==> config.mk <==
export PLATFORM = sky130hd
export DESIGN_NAME = data_read_unit
export DESIGN_NICKNAME = d
export VERILOG_FILES = /design/src/rtl/dru_pkg.sv /design/src/rtl/dru_arbiter.sv /design/src/rtl/data_read_unit.sv
export SDC_FILE = /design/constraint.sdc
export NUM_CORES = 1
export LEC_CHECK = 0
export CORE_MARGIN = 1
export CORE_UTILIZATION = 36
export CTS_CLUSTER_DIAMETER = 30
export DETAILED_ROUTE_END_ITERATION = 8
export GPL_ROUTABILITY_DRIVEN = 0
export GPL_TIMING_DRIVEN = 0
export PLACE_DENSITY = 0.74
export SLEW_MARGIN = 25
export SYNTH_ARGS = -nofsm -noshare
export SYNTH_HDL_FRONTEND = slang
export SYNTH_HIERARCHICAL = 1
export SYNTH_SLANG_ARGS = --single-unit
==> constraint.sdc <==
create_clock -name clk -period 1.5 [get_ports clk]
set_input_delay 0.15 -clock clk [delete_from_list [all_inputs] [get_ports clk]]
set_output_delay 0.15 -clock clk [all_outputs]
set_load 0.02 [all_outputs]
==> src/rtl/dru_pkg.sv <==
// Shared types and constants for the data read unit.
package dru_pkg;

   typedef enum logic [1:0] {
      IDLE,
      ISSUE,
      WAIT,
      RESP
   } state_t;

   typedef enum logic {
      REQ_TB,
      REQ_CPU
   } req_id_t;

   localparam int DRU_ADDR_W     = 4;
   localparam int DRU_DATA_W     = 8;
   localparam int MAX_RD_LATENCY = 4;
   localparam int CNT_W          = $clog2(MAX_RD_LATENCY + 1);

endpackage

==> src/rtl/dru_arbiter.sv <==
// Fixed-priority read arbiter: testbench port wins, writes stall both.
module dru_arbiter
   import dru_pkg::*;
(
   input  logic    idle,
   input  logic    mem_write_tb,
   input  logic    tb_rd_valid,
   input  logic    cpu_rd_valid,
   output logic    tb_rd_ready,
   output logic    cpu_rd_ready,
   output logic    grant,
   output req_id_t grant_id
);

   logic tb_win;

   assign tb_rd_ready  = idle && !mem_write_tb;
   assign cpu_rd_ready = idle && !mem_write_tb && !tb_rd_valid;
   assign tb_win       = tb_rd_valid && tb_rd_ready;
   assign grant        = tb_win || (cpu_rd_valid && cpu_rd_ready);
   assign grant_id     = tb_win ? REQ_TB : REQ_CPU;

endmodule

==> src/rtl/data_read_unit.sv <==
// Read-return unit: arbitrates TB/CPU reads and returns memory data.
// Optional DRU_ADDR_CHECK_EN flags CPU addresses with nonzero upper bits.
module data_read_unit
   import dru_pkg::*;
#(
   parameter int ADDR_W     = DRU_ADDR_W,
   parameter int DATA_W     = DRU_DATA_W,
   parameter int RD_LATENCY = 1
) (
   input  logic              clk,
   input  logic              rst,
   input  logic              tb_rd_valid,
   input  logic [ADDR_W-1:0] tb_rd_addr,
   output logic              tb_rd_ready,
   output logic              tb_resp_valid,
   input  logic              cpu_rd_valid,
   input  logic [7:0]        cpu_rd_addr,
   output logic              cpu_rd_ready,
   output logic              cpu_resp_valid,
   output logic              cpu_resp_err,
   output logic [DATA_W-1:0] resp_data,
   input  logic              mem_write_tb,
   output logic              mem_rd_en,
   output logic [ADDR_W-1:0] mem_rd_addr,
   input  logic [DATA_W-1:0] mem_rd_data
);

   state_t           state;
   req_id_t          req;
   req_id_t          grant_id;
   logic [CNT_W-1:0] cnt;
   logic             idle;
   logic             grant;
   logic             addr_bad;

   assign idle = (state == IDLE);

`ifdef DRU_ADDR_CHECK_EN
   assign addr_bad = |cpu_rd_addr[7:ADDR_W];
`else
   logic unused_hi;
   assign addr_bad  = 1'b0;
   assign unused_hi = ^cpu_rd_addr[7:ADDR_W];
`endif

   dru_arbiter u_arb (
      .idle         (idle),
      .mem_write_tb (mem_write_tb),
      .tb_rd_valid  (tb_rd_valid),
      .cpu_rd_valid (cpu_rd_valid),
      .tb_rd_ready  (tb_rd_ready),
      .cpu_rd_ready (cpu_rd_ready),
      .grant        (grant),
      .grant_id     (grant_id)
   );

   always_ff @(posedge clk or posedge rst) begin
      if (rst) begin
         state          <= IDLE;
         req            <= REQ_TB;
         cnt            <= '0;
         mem_rd_en      <= 1'b0;
         mem_rd_addr    <= '0;
         resp_data      <= '0;
         tb_resp_valid  <= 1'b0;
         cpu_resp_valid <= 1'b0;
         cpu_resp_err   <= 1'b0;
      end else begin
         mem_rd_en      <= 1'b0;
         tb_resp_valid  <= 1'b0;
         cpu_resp_valid <= 1'b0;
         cpu_resp_err   <= 1'b0;
         unique case (state)
            IDLE: begin
               if (grant) begin
                  req <= grant_id;
                  // Bad CPU address: answer at once, never touch memory
                  if (grant_id == REQ_CPU && addr_bad) begin
                     resp_data      <= '0;
                     cpu_resp_valid <= 1'b1;
                     cpu_resp_err   <= 1'b1;
                     state          <= RESP;
                  end else begin
                     mem_rd_addr <= (grant_id == REQ_TB) ?
                                    tb_rd_addr :
                                    cpu_rd_addr[ADDR_W-1:0];
                     mem_rd_en   <= 1'b1;
                     state       <= ISSUE;
                  end
               end
            end
            ISSUE: begin
               cnt   <= CNT_W'(RD_LATENCY);
               state <= WAIT;
            end
            WAIT: begin
               cnt <= cnt - CNT_W'(1);
               if (cnt == CNT_W'(1)) begin
                  resp_data      <= mem_rd_data;
                  tb_resp_valid  <= (req == REQ_TB);
                  cpu_resp_valid <= (req == REQ_CPU);
                  state          <= RESP;
               end
            end
            RESP: state <= IDLE;
            default: state <= IDLE;
         endcase
      end
   end

endmodule

==> results.yml <==
setup_path:
  crit_type: "reg2reg"
  cp_slowest_cell: "dfrtp_1"
  critPathLaunchType: "flop"
  endpoint_kind: "flop"
  cp-startpoint: "state[1]"
  worst_ep_arrival_time_ns: 1.65
  crit_fanout: 10
  critPathMaxStageDelay_ns: 0.41
  path_cells: "buf_4 > ha_1 > nand3_4 > mux2_2"
  worstReg2RegStart: "state[1]"
  crit_required_ns: 1.69
routing:
  vias: 713
  vias_per_cell: 4.72
  drtPass1Iterations: 3
  drt-initial-drc-count: 3
  drc: 0
  wl_per_cell_um: 12.6
  drtAntennaViolNets: 0
  wl_mm: 1.90
logic_synthesis:
  synth_warnings: 6
  syn_area_um2: 940
  synth_nets: 108
  avgSynthCellArea_um2: 11.9
  syn_inst: 79
  ys_seq_elements: 21
  ys_seq_area_frac: 0.559
  synthDistinctLibCells: 22
cts:
  cts_tree: "yes"
  numCtsBuffers: 3
  clock-sinks: 21
  clock_latency_ns: 0.30
  path_clk_slew_ns: 0.12
  clockRootBuffer: "clkbuf_4"
  htree_num_levels: 1
  cts_buffer_depth: 2
  cts_hold_buf: 0
floorplan:
  initial_core_util: 0.379
  coreArea_um2: 2480
  die_h_um: 53.1
  rows: 18
  die_area_um2: 2820
  fp.dieW_um: 53.1
  io_pins: 43
power:
  powerDensity_nw_per_um2: 2050
  peakVddDrop_v: 0.000941
  total_leakage_power_uw: 0.000644
run_status:
  status: "completed"
cells_and_area:
  register_area_um2: 526
  multiInputGateArea_um2: 390
  fin_util: 0.567
  diodes: 0
  drive_gt1_frac: 0.231
  areaGrowthSynthToFinish_pct: 49.4
  nFillCells: 217
  nets: 151
timing:
  finalMaxSlewViolations: 0
  timing.fmax_mhz: 687
  layout_min_cycle_time_ns: 1.46
  slew_headroom: 0.485
  post-route-period-util: 0.970
  tightest_slew_ns: 0.772
  final.setup.tns_ns: 0
  hold_viol: 0
  setup_violations: 0
  timing.final.ws_setup_ns: 0.0448
  rsz0062_at_grt: "yes"
  clock_skew_ns: 0.00124
grt:
  grt_pass1_vias: 727
  antenna_found_initial: 0
  grt_overflow: 0
  track_usage: 0.151
  grt_max_degree: 22
  grt_pass1_wl_mm: 2.97
min_path:
  min_path_type: "in2async"
place:
  hpwlAfterDp_mm: 1.47
  portBuffers: 37
  dpl_worst_slack_ns: -0.123
run:
  cap_violations: 0
synthesized netlist by cell type:
| cell | instances | area [µm²] |
|---|---|---|
| nor2b_1 | 1 | 6.26 |
| mux2_2 | 10 | 113 |
| a21oi_1 | 5 | 25.0 |
| and2_1 | 1 | 6.26 |
| inv_1 | 7 | 26.3 |
| nand3_4 | 1 | 17.5 |
| o22a_1 | 1 | 8.76 |
| o221ai_1 | 1 | 8.76 |
| conb_1 | 1 | 3.75 |
| buf_4 | 1 | 7.51 |
| nand3b_1 | 1 | 7.51 |
| buf_2 | 2 | 10.0 |
| o22ai_1 | 1 | 6.26 |
| nand2_1 | 4 | 15.0 |
| dfrtp_1 | 21 | 526 |
| o21ai_0 | 1 | 5.00 |
| nand2b_4 | 1 | 13.8 |
| nor2_1 | 9 | 33.8 |
| inv_2 | 1 | 3.75 |
| nand2b_1 | 1 | 6.26 |
| ha_1 | 4 | 50.1 |
| mux2i_1 | 4 | 40.0 |
placed cells by master (no fill, tap or decap), types with 3 or more instances in the layout:
| master | synthesis | final |
|---|---|---|
| clkbuf_4 | 0 | 5 |
| a21oi_1 | 5 | 4 |
| dfrtp_1 | 21 | 21 |
| nand2_1 | 4 | 4 |
| clkdlybuf4s50_1 | 0 | 35 |
| inv_2 | 1 | 3 |
| buf_4 | 1 | 3 |
| ha_1 | 4 | 3 |
| mux2i_1 | 4 | 4 |
| inv_1 | 7 | 5 |
| nor2_1 | 9 | 8 |
| mux2_2 | 10 | 10 |
critical path: cells and delay by family (launching register included):
family	cells	cell delay [ns]
DFF	1	0.41
and+or+nand+nor	1	0.18
adders and majority gates	1	0.26
buffers and inverters	1	0.14
muxes	1	0.36
final timing paths:
check	slack (ns)	to	depth (start not counted)
setup / recovery	0.04	resp_data[3]	4
hold / removal	0.28	tb_resp_valid	2
setup reg to reg	0.04	resp_data[3]	4
hold reg to reg	0.46	tb_resp_valid	1
max in group asynchronous	0.74	mem_rd_addr[1]	2
min in group clk	0.46	resp_data[4]	2
routing by layer:
metal	wire length (µm)	part of all wire	vias up	GRT usage
met1	769	0.40	344	0.159
li1	-	-	343	-
met3	134	0.070	2	0.0287
met2	984	0.52	24	0.285
met5	0	0	-	0
met4	15	0.0079	0	0.0658
through the flow:
step / hold slack [ns] / power [µW] / cell area, µm² / std cells
floorplan: 0.127 / 1910 / 940 / 79
global placement: 0.415 / 2450 / 1350 / 146
detailed placement: 0.443 / 2540 / 1350 / 146
CTS: 0.311 / 2880 / 1390 / 151
global route: 0.362 / 3090 / 1400 / 151
finish: 0.280 / 2880 / 1400 / 151
repair_timing:
item / 4_1_cts / 5_1_grt
gates resized for setup: 14 / 4
setup buffers: 1 / 0
endpoints found under the setup margin: 8 / 5
pin swaps: 2 / 0
power by group:
| part | internal (µW) | switching [µW] | total, µW |
|---|---|---|---|
| sequential | 832 | 129 | 962 |
| clock | 99.3 | 174 | 273 |
| combinational | 856 | 784 | 1640 |
cell families after synthesis:
group,after synthesis,share of synthesized area
compound gates,9,0.0573
fa+ha+maj,4,0.0533
buf+inv,11,0.0506
flops,21,0.559
mux,14,0.162
other cells,1,0.00399
simple gates,19,0.113
sequential cells by signal, indices dropped and copies added, names as in the netlist:
register / cells
resp_data: 8
mem_rd_addr: 4
cnt: 3
state: 2
cpu_resp_valid: 1
mem_rd_en: 1
req: 1
tb_resp_valid: 1
cell type report:
type                       count  share of cell area
sequential                    21               0.374
multi-input combinational     47               0.278
timing repair buffer          38               0.264
tap                           30              0.0267
inverter                       8              0.0214
clock buffer                   3              0.0160
buffer                         3              0.0160
clock inverter                 1             0.00357
(Power assumes the default switching activity.)
